`src/rtl/apb_slave_regfile_pkg.sv`:
```
// Shared types and constants for the APB completer register file.
package apb_slv_pkg;

  typedef enum logic [1:0] {
    IDLE   = 2'd0,
    SETUP  = 2'd1,
    ACCESS = 2'd2
  } apb_state_e;

  localparam logic [2:0] REG_CTRL0 = 3'd0;
  localparam logic [2:0] REG_CTRL1 = 3'd1;
  localparam logic [2:0] REG_CTRL2 = 3'd2;
  localparam logic [2:0] REG_CTRL3 = 3'd3;
  localparam logic [2:0] REG_CTRL4 = 3'd4;
  localparam logic [2:0] REG_CTRL5 = 3'd5;
  localparam logic [2:0] REG_ID    = 3'd6;
  localparam logic [2:0] REG_STS   = 3'd7;

  localparam int unsigned NUM_RW_REGS = 6;

endpackage

```
`src/rtl/apb_slave_regfile_wait_counter.sv`:
```
// 4-bit loadable down-counter that paces the ACCESS wait states.
module apb_wait_counter (
  input  logic       clk,
  input  logic       rst,
  input  logic       load,
  input  logic       dec,
  input  logic [3:0] load_val,
  output logic       zero
);

  logic [3:0] cnt;

  // Load takes priority over decrement; the count saturates at zero.
  always_ff @(posedge clk or posedge rst) begin
    if (rst) begin
      cnt <= '0;
    end else if (load) begin
      cnt <= load_val;
    end else if (dec && (cnt != '0)) begin
      cnt <= cnt - 4'd1;
    end
  end

  assign zero = (cnt == '0);

endmodule

```
`src/rtl/apb_slave_regfile.sv`:
```
// APB completer: six R/W control registers, a read-only ID and a live
// status register, programmable wait states and error responses.
module apb_slave_regfile
  import apb_slv_pkg::*;
#(
  parameter int unsigned SLV_ID      = 0,
  parameter int unsigned WAIT_STATES = 1,
  parameter logic [31:0] ID_VALUE    = 32'hA5B0_0001
) (
  input  logic         Hclk,
  input  logic         Hreset,
  input  logic [2:0]   Pselx,
  input  logic         Penable,
  input  logic         Pwrite,
  input  logic [31:0]  Paddr,
  input  logic [31:0]  Pwdata,
  output logic [31:0]  Prdata,
  output logic         Pready,
  output logic         Pslverr,
  input  logic [31:0]  sts_in,
  output logic [191:0] ctrl_out
);

  localparam logic [1:0] SEL_IDX  = 2'(SLV_ID);
  localparam logic [3:0] WAIT_VAL = 4'(WAIT_STATES);

  apb_state_e  st;
  logic        sel;
  logic        cnt_zero;
  logic        cnt_load;
  logic        cnt_dec;
  logic        complete;
  logic        wr_en;
  logic [2:0]  idx;
  logic        oor;
  logic [31:0] regs [NUM_RW_REGS];
  logic        unused_bits;

  assign sel         = Pselx[SEL_IDX];
  assign idx         = Paddr[4:2];
  assign oor         = |Paddr[7:5];
  assign unused_bits = ^{Pselx, Paddr[31:8], Paddr[1:0]};

  assign complete = (st == ACCESS) && sel && cnt_zero;
  // A reload happens on a fresh setup from IDLE and on a back-to-back setup
  // seen in the completion cycle.
  assign cnt_load = ((st == IDLE) && sel && !Penable) || (complete && !Penable);
  assign cnt_dec  = (st == ACCESS) && sel && !cnt_zero;

  apb_wait_counter u_wait (
    .clk      (Hclk),
    .rst      (Hreset),
    .load     (cnt_load),
    .dec      (cnt_dec),
    .load_val (WAIT_VAL),
    .zero     (cnt_zero)
  );

  // Transfer sequencing; a dropped select in SETUP or ACCESS aborts to IDLE.
  always_ff @(posedge Hclk or posedge Hreset) begin
    if (Hreset) begin
      st <= IDLE;
    end else begin
      case (st)
        IDLE:    if (sel && !Penable) st <= SETUP;
        SETUP:   st <= (sel && Penable) ? ACCESS : IDLE;
        ACCESS: begin
          if (!sel)          st <= IDLE;
          else if (cnt_zero) st <= Penable ? IDLE : SETUP;
        end
        default: st <= IDLE;
      endcase
    end
  end

  // Completion-cycle response and write strobe, decoded from the live inputs.
  always_comb begin
    Prdata  = '0;
    Pready  = 1'b0;
    Pslverr = 1'b0;
    wr_en   = 1'b0;
    if (complete) begin
      Pready = 1'b1;
      if (oor) begin
        Pslverr = 1'b1;
      end else begin
        case (idx)
          REG_CTRL0, REG_CTRL1, REG_CTRL2,
          REG_CTRL3, REG_CTRL4, REG_CTRL5: begin
            if (Pwrite) wr_en  = 1'b1;
            else        Prdata = regs[idx];
          end
          REG_ID: begin
            if (Pwrite) Pslverr = 1'b1;
            else        Prdata  = ID_VALUE;
          end
          REG_STS: begin
            if (Pwrite) Pslverr = 1'b1;
            else        Prdata  = sts_in;
          end
          default: Pslverr = 1'b1;
        endcase
      end
    end
  end

  // Register file; writes commit at the edge ending the completion cycle.
  always_ff @(posedge Hclk or posedge Hreset) begin
    if (Hreset) begin
      for (int unsigned i = 0; i < NUM_RW_REGS; i++) regs[i] <= '0;
    end else if (wr_en) begin
      regs[idx] <= Pwdata;
    end
  end

  // Flatten the register file onto ctrl_out, reg0 in the low word.
  always_comb begin
    ctrl_out = '0;
    for (int unsigned i = 0; i < NUM_RW_REGS; i++) ctrl_out[i*32 +: 32] = regs[i];
  end

endmodule

```
`config.mk`:
```
export PLATFORM = sky130hd
export DESIGN_NAME = apb_slave_regfile
export DESIGN_NICKNAME = d
export VERILOG_FILES = /design/src/rtl/apb_slave_regfile_pkg.sv /design/src/rtl/apb_slave_regfile_wait_counter.sv /design/src/rtl/apb_slave_regfile.sv
export SDC_FILE = /design/constraint.sdc
export NUM_CORES = 1
export LEC_CHECK = 0
export ABC_AREA = 1
export BUFFER_PORTS_ARGS = -buffer_cell sky130_fd_sc_hd__buf_2
export CORE_ASPECT_RATIO = 1.1
export CORE_UTILIZATION = 40
export CTS_BUF_LIST = sky130_fd_sc_hd__clkbuf_4
export DETAILED_ROUTE_END_ITERATION = 7
export GPL_ROUTABILITY_DRIVEN = 0
export GPL_TIMING_DRIVEN = 0
export SLEW_MARGIN = 5
export SYNTH_ARGS = -nofsm -noshare
export SYNTH_HDL_FRONTEND = slang
export SYNTH_SLANG_ARGS = --single-unit
```
`constraint.sdc`:
```
create_clock -name Hclk -period 8.3 [get_ports Hclk]
set_clock_uncertainty 0.05 [all_clocks]
set_input_delay 1.66 -clock Hclk [delete_from_list [all_inputs] [get_ports Hclk]]
set_output_delay 1.66 -clock Hclk [all_outputs]
set_load 0.03 [all_outputs]
```
* Word-level counts from Yosys, hierarchy flattened
Cells that the tools add are included.
Storage, ports and cells: ROM bits 0, input bits 103, memory bits (writable) 0, bits in registers 198, logic and storage cells 73, memories 0, bits in latches 0, output and inout port bits 226
Cells by class: reduce and logical (&&, ||, !) cells 22, bitwise operators 1, div/mod/pow operators 0, $lt $le $gt $ge 2, equality and inequality tests 11, $mul 0, add/subtract/negate cells 1, shifts and indexed selects 0, mux-type cells 28
Operators by type and width (count):
- two-way mux 32 bit | 8
- bitwise mux 192 bit | 1
- binary-select mux 32 bit (select 3 bit) | 1
- demux 32 bit (select 3 bit) | 1
- case mux 32 bit (3 select lines) | 1
- equality test 3 bit, second input constant | 4
- logical AND 1 bit | 10
- two-way mux 1 bit | 9
- two-way mux 2 bit | 4
- two-way mux 4 bit | 2
- equality test 3 x 2 -> 1 bit, second input constant | 2
- case mux 2 bit (3 select lines) | 1
- OR reduction 6 bit | 1
- >= comparator 4 bit, second input constant | 1
- zero test 4 bit | 1
- less-than comparator 4 x 1 -> 1 bit, second input constant | 1
- NOT 3 -> 4 bit | 1
- nonzero test 4 bit | 1
- subtractor 4 x 1 -> 4 bit, second input constant | 1
- equality test 3 x 1 -> 1 bit, second input constant | 1
- zero test 3 bit | 1
- inequality test 3 bit, second input constant | 1
- OR reduction 3 bit | 1
- equality test 2 x 1 -> 1 bit, second input constant | 1
- 8 further kinds | 9

* Logic depth before layout (Yosys ltp)
Gate-level depths: netlist of run 1.
depth in word-level cells 8, gate-level depth with buffers 9, depth with buffers taken out 7

* By module
Synthesis of run 1 repeated with hierarchy kept, for this count alone.
Second synthesis, totals: cells, all modules 1418, area total of the unflattened synthesis 10423.7 um2
Modules (own cells, without submodules):
- apb_slave_regfile | cells an instance 1371, instances 1, area an instance 10124.7 um2, seq. area each 4854.7 um2
- apb_wait_counter | cells an instance 47, instances 1, area an instance 299.0 um2, seq. area each 100.1 um2

* Worst setup path after synthesis of run 1
Ideal clock, no wire load.
kind input-to-output, start input Paddr[4], end output Pslverr, data required time 6.590 ns, stages on the path 6, slack 3.518 ns, data arrival time 3.072 ns, path buffers 2, cells stage by stage buf_2 > nand2_2 > inv_2 > clkbuf_1 > a21oi_1 > nor3_1
Between the ends: cells in the longest elaborated chain, start to end 5, elaborated cells between the ends (all ways) 6, those cells by class eq/ne (2); mux (3); reduce/logical (1)
RTL lines:
- from (decl) | line apb_slave_regfile.sv:15 | input logic [31:0] Paddr,
- equality test 3 bit | line apb_slave_regfile.sv:87 | case (idx)
- OR reduction 2 bit (no line) *
- two-way mux 1 bit *
- two-way mux 1 bit * | line apb_slave_regfile.sv:84 | if (oor) begin
- two-way mux 1 bit * | line apb_slave_regfile.sv:82 | if (complete) begin
- to (decl) | line apb_slave_regfile.sv:19 | output logic Pslverr,
Every way passes the cells marked *; elsewhere a longest branch is shown, timed or not.

* Worst setup path in the final report of run 1
start input Paddr[3], end output Prdata[30]
Between the ends: cells in the longest elaborated chain, start to end 8, elaborated cells between the ends (all ways) 17, those cells by class eq/ne (7); mux (7); bitwise (1); reduce/logical (2)
RTL lines:
- NOT 3 -> 4 bit (implied by the code) | line apb_slave_regfile.sv:91 | else Prdata = regs[idx];
- binary-select mux 32 bit (select 3 bit) | line apb_slave_regfile.sv:91
- two-way mux 32 bit (implied by the code) (2 in a row) | line apb_slave_regfile.sv:91
- two-way mux 32 bit | line apb_slave_regfile.sv:90 | if (Pwrite) wr_en = 1'b1;
- case mux 32 bit (3 select lines) * | line apb_slave_regfile.sv:87
- two-way mux 32 bit * | line apb_slave_regfile.sv:84
- two-way mux 32 bit * | line apb_slave_regfile.sv:82
- to (decl) | line apb_slave_regfile.sv:17 | output logic [31:0] Prdata,
Every way passes the cells marked *; elsewhere a longest branch is shown, timed or not. The select of a mux whose other input is x is not followed.

==> results of run 1 <==
-- layout by cell type (no fill, tap or decap), types with 2 or more instances in the layout --
cell type and count:
nand2_1 666, buf_2 361, nand4_1 224, dfrtp_1 198, inv_1 87, nor2_1 74
nand3_1 62, clkbuf_1 53, o211ai_1 50, clkbuf_4 18, buf_1 10, a21oi_1 6
buf_4 5, o21ai_0 5, inv_8 5, diode_2 4, nor2_2 4, nor3_2 4
clkinv_4 4, inv_2 3, nor3_1 2, ha_1 2, inv_6 2, clkinv_1 2
-- power by group through the flow --
stage	sequential, µW	combinational [µW]	clock (µW)
floorplan	992	104	0
global placement	990	210	0
detailed placement	989	213	0
CTS	972	214	548
global route	973	233	585
finish	972	222	545
-- metrics by stage --
stage | worst slack (ns) | cell area, µm² | utilization [%]
CTS | 2.93 | 13200 | 49.1
finish | 2.82 | 13200 | 49.1
detailed placement | 2.95 | 12900 | 48.1
global placement | -1.53 | 12900 | 47.9
global route | 2.81 | 13200 | 49.1
floorplan | 1.19 | 10900 | -
-- cells by family after synthesis --
family | after synthesis | synth area share (%)
AO/OA/AOI/OAI | 63 | 4.06
XOR/XNOR | 1 | 0.0801
adder cells (fa/ha/maj) | 2 | 0.229
buffers and inverters | 221 | 8.46
flip-flops | 198 | 45.3
AND/OR/NAND/NOR | 1038 | 41.9
-- metal layers --
metal | global-route usage [%] | routed length [µm] | up-vias
li1 | - | - | 5689
met1 | 48.3 | 19700 | 6109
met2 | 56.4 | 23200 | 900
met3 | 8.50 | 6360 | 148
met4 | 16.6 | 2010 | 2
met5 | 0 | 13 | -
-- worst max-delay path by stage --
stage                        start                  endpoint  slack [ns]  cells past startpoint
after floorplan             Hreset   ctrl_out[0]$_DFFE_PP0P_        1.19                      1
after CTS                 Paddr[2]                Prdata[17]        2.93                      9
after global placement      Hreset  ctrl_out[27]$_DFFE_PP0P_       -1.53                      2
after global routing      Paddr[3]                Prdata[29]        2.81                      9
after detailed placement  Paddr[2]                Prdata[17]        2.95                      9
final                     Paddr[3]                Prdata[30]        2.82                      9
-- worst register-to-register path: stages, from the launching register on --
cell and delay [ns]:
dfrtp_1 0.42, inv_1 0.14, ha_1 0.17, nand2_1 0.12, nor2_2 0.32, buf_2 0.34, clkbuf_1 0.62, nand4_1 0.16
nand2_1 0.12
-- flip-flops by register name, indices dropped and copies added, names as in the netlist --
name	count
ctrl_out	192
st	2
u_wait.cnt	4
-- layout make-up --
| cell class | count | area, µm² |
|---|---|---|
| flip-flops and latches | 198 | 4950 |
| inverters | 91 | 349 |
| plain buffers | 130 | 584 |
| clock inverters | 14 | 143 |
| well taps | 357 | 447 |
| diodes | 4 | 10.0 |
| multi-input cells | 1104 | 5060 |
| clock buffers | 18 | 135 |
| fillers | 2851 | 13700 |
| repair buffers | 300 | 1520 |
==> run summary, run 1 <==
max_slew headroom - 35.5%
DRC - 0
Switching Fraction - 32.3%
CP endpoint kind - output port
layout cells sized above 1 - 22.2%
hold crit path type - reg2reg
worst min-delay path startpoint - ctrl_out[69]$_DFFE_PP0P_
number of flops mapped to enable cells by yosys - 0
Worst path slowest cell - nor2_2
worst vdd ir - 0.0783 mV
Slew @ Worst Pin - 0.968 ns
Switch Pwr - 561 µW
die area - 28000 µm²
worst hold stages - 2
sum of buffers and inverters on the critical path - 4
core area - 26900 µm²
Final Total Pwr - 1740 µW
syn nets - 1628
Clk pin slew, worst setup/hold paths - 0.19 ns
status - complete, no violations
worst r2r src - u_wait.cnt[0]$_DFFE_PP0P_
RSZ-0062 raised after global routing - false
Internal Power - 1180 µW
vias in the first global route - 11900
Yosys top cell by area - dfrtp_1
FF-to-FF setup slack - 5.79 ns
Synth Instances - 1523
clock power share - 31.4%
first-pass GRT wire length - 74600 µm
Worst EP required - 6.59 ns
count of cell types in the netlist - 23
post-CTS setup buffers - 0
min Tclk post-route - 5.48 ns
final setup fails - 0
Synth Cell Area - 10900 µm²
Setup CP Type - in2out
Yosys warnings - 0
via count - 12800
Hold EP - ctrl_out[69]$_DFFE_PP0P_
Seq cells post-synth - 198
Slowest Stage Delay on Critical Path - 0.63 ns
Resize count post-CTS - 0
total track usage - 36.4%
sequential fraction of design power - 55.9%
R2R depth - 8
Layout area overhead - 20.7%
Final Net Count - 1947
critical path, cell by cell - buf_2 > buf_4 > nor2_2 > buf_2 > o211ai_1 > nand2_1 > nor2_1 > nor2_1 > buf_2
Placed Cells - 2180
Static Leakage - 0.00778 µW
Port-buffer cells - 299
initial core utilization - 40.7%
CP Data Arrival Time - 3.77 ns
Via density - 5.80
post-route setup TNS - 0 ns
Max Cap Violations - 0
drt initial violations - 1512
antenna violations before repair - 5
syn_area_per_cell - 7.18 µm²
Critical Path Source Type - primary input
Worst-Skew Late Latency - 0.62 ns
Critical R2R Capture - ctrl_out[128]$_DFFE_PP0P_
predominant post-synthesis flop cell - dfrtp_1
largest net degree at the start of global routing - 102
fmax - 183 MHz
crit-path max FO - 10
Final Hold Fails - 0
Max clock buf depth - 2
Cell Pwr Density - 132 nW/µm²
routed len/inst - 23.1 µm
Slew Limit Fails - 0
total CTS buffers - 17
Seq/Total Area, Yosys - 45.3%
die width - 160 µm
Cell Count, Final, Fillers Out - 2216
CTS Root Cell - clkbuf_4
Num Clock Sinks - 198
FP Rows - 63
most frequent cells after synthesis - nand2_1, nand4_1, dfrtp_1
Post-CTS Hold Buffers - 0
Die H - 175 µm
CTS H-tree lvls - 4
CTS tree - yes
DP HPWL - 36000 µm
ANT nets after route - 0
combinational power share - 12.7%
grt ovf - 0
Yosys top cell area share - 45.3%
WHS - 0.467 ns
Final Routed Wirelength - 51300 µm
I/O Pins - 329
CP delay by family, top - buffers and inverters
count leader, synth - nand2_1
Tcrit/Tclk final - 66.0%
drt first pass iters - 6
Post-synth ARST share - 100%
most used cell, CP - buf_2
synth top area cells - dfrtp_1, nand2_1, nand4_1, o211ai_1, inv_1
Note: power is estimated with default switching activity, not from simulation.
==> inputs of run 2 (changes only) <==
clock period = 5.46 ns   (was 8.3 ns; I/O delays follow)
==> run summary, run 2 (same netlist as run 1, synthesis figures left out) <==
grt ovf - 0 (unchanged)
Post-CTS Hold Buffers - 0 (unchanged)
RSZ-0062 raised after global routing - false (unchanged)
worst vdd ir - 0.109 mV (was 0.0783 mV)
antenna violations before repair - 3 (was 5)
post-layout util - 49.4% (was 49.1%)
post-CTS setup buffers - 0 (unchanged)
R2R depth - 8 (unchanged)
clock power share - 30.1% (was 31.4%)
Worst EP required - 4.32 ns (was 6.59 ns)
combinational power share - 13.1% (was 12.7%)
final setup fails - 0 (unchanged)
total track usage - 36.2% (was 36.4%)
WHS - 0.428 ns (was 0.467 ns)
DRC - 0 (unchanged)
post-route setup TNS - 0 ns (unchanged)
Via density - 5.71 (was 5.80)
sequential fraction of design power - 56.8% (was 55.9%)
status - complete, no violations (unchanged)
Switch Pwr - 852 µW (was 561 µW)
Num Clock Sinks - 198 (unchanged)
hold crit path type - in2async (was reg2reg)
Setup CP Type - in2out (unchanged)
Cell Count, Final, Fillers Out - 2219 (was 2216)
CTS tree - yes (unchanged)
Max clock buf depth - 2 (unchanged)
area of the multi-input gates - 5060 µm² (unchanged)
FP Rows - 63 (unchanged)
initial core utilization - 40.7% (unchanged)
Internal Power - 1750 µW (was 1180 µW)
Switching Fraction - 32.7% (was 32.3%)
CTS H-tree lvls - 4 (unchanged)
DP HPWL - 36800 µm (was 36000 µm)
first-pass GRT wire length - 74500 µm (was 74600 µm)
setup slack at placement - 1.21 ns (was 2.95 ns)
Critical Path Source Type - primary input (unchanged)
crit-path max FO - 10 (unchanged)
Max Cap Violations - 0 (unchanged)
Static Leakage - 0.00781 µW (was 0.00778 µW)
routed len/inst - 23.0 µm (was 23.1 µm)
Top Usage Layer GRT - met2 (unchanged)
Final Net Count - 1952 (was 1947)
met1 GRT Util - 48.2% (was 48.3%)
met2 GRT Util - 55.4% (was 56.4%)
Slew @ Worst Pin - 0.971 ns (was 0.968 ns)
CTS Root Cell - clkbuf_4 (unchanged)
Worst-Skew Late Latency - 0.63 ns (was 0.62 ns)
Port-buffer cells - 299 (unchanged)
Critical R2R Capture - ctrl_out[187]$_DFFE_PP0P_ (was ctrl_out[128]$_DFFE_PP0P_)
drt initial violations - 1543 (was 1512)
drt first pass iters - 8 (was 6)
layout cells sized above 1 - 22.4% (was 22.2%)
fill cell count - 2818 (was 2851)
Placed Cells - 2185 (was 2180)
ANT nets after route - 0 (unchanged)
core area - 26900 µm² (unchanged)
met3 usage - 8.62% (was 8.50%)
Final Hold Fails - 0 (unchanged)
max_slew headroom - 35.3% (was 35.5%)
max reg flops - 192 (unchanged)
Layout area overhead - 21.4% (was 20.7%)
FF-to-FF setup slack - 2.92 ns (was 5.79 ns)
commonest non-fill, non-tap cells in the layout - nand2_1, buf_2, nand4_1 (unchanged)
CP endpoint kind - output port (unchanged)
Resize count post-CTS - 0 (unchanged)
sequential cell area - 4950 µm² (unchanged)
Tcrit/Tclk final - 79.4%
fmax - 231 MHz
Slew Limit Fails - 0 (unchanged)
via count - 12700 (was 12800)
post-route setup slack - 1.12 ns (was 2.82 ns)
Cell Pwr Density - 196 nW/µm² (was 132 nW/µm²)
worst r2r src - u_wait.cnt[0]$_DFFE_PP0P_ (unchanged)
die width - 160 µm (unchanged)
commonest non-fill, non-tap cell in the layout - nand2_1 (unchanged)
I/O Pins - 329 (unchanged)
vias in the first global route - 11800 (was 11900)
die area - 28000 µm² (unchanged)
CP Data Arrival Time - 3.19 ns (was 3.77 ns)
Clk pin slew, worst setup/hold paths - 0.18 ns (was 0.19 ns)
min Tclk post-route - 4.34 ns
Final Routed Wirelength - 51100 µm (was 51300 µm)
total CTS buffers - 17 (unchanged)
Die H - 175 µm (unchanged)
largest net degree at the start of global routing - 36 (was 102)
## run 2: cell count changes in the layout (fill, tap and decap cells not counted), moves of 2 or more
cell / delta
buf_12: +5
clkinv_2: +2
diode_2: -2
inv_6: +2
inv_8: -3
## run 2: critical path, stage by stage
cell      delay (ns)
buf_2           0.14
buf_2           0.22
buf_2           0.27
clkbuf_1        0.65
o211ai_1        0.21
nand2_1         0.09
nor2_1          0.06
nor2_1          0.20
buf_2           0.25
## run 2: final cells by class
type                    count  area share (%)
clock buffers              18            1.02
well taps                 357            3.36
clock inverters            14           0.914
diodes                      2          0.0377
multi-input cells        1104            38.1
repair buffers            305            12.2
inverters                  91            2.60
plain buffers             130            4.40
flip-flops and latches    198            37.3
## run 2: power groups by stage
| stage | sequential, µW | clock (µW) | combinational (µW) |
|---|---|---|---|
| after floorplan | 1510 | 0 | 159 |
| after global placement | 1500 | 0 | 318 |
| after detailed placement | 1500 | 0 | 331 |
| after CTS | 1480 | 785 | 332 |
| after global routing | 1480 | 830 | 361 |
| final | 1480 | 784 | 342 |
## run 2: per-stage QoR
step	area [µm²]	power [µW]
floorplan	10900	1670
global placement	12900	1820
detailed placement	13000	1830
CTS	13300	2590
global route	13300	2670
finish	13300	2600
## run 2: layer usage
layer	wire (µm)	vias to the layer above
li1	-	5689
met1	19800	6010
met2	22700	831
met3	6190	146
met4	2310	2
met5	13	-
## run 2: worst max-delay path by stage
stage	slack, ns	from	end
floorplan	1.76	Hreset	ctrl_out[0]$_DFFE_PP0P_
CTS	1.20	Paddr[2]	Prdata[1]
global placement	0.28	Hreset	ctrl_out[181]$_DFFE_PP0P_
detailed placement	1.21	Paddr[2]	Prdata[1]
global route	1.12	Paddr[2]	Prdata[17]
finish	1.12	Paddr[2]	Prdata[1]
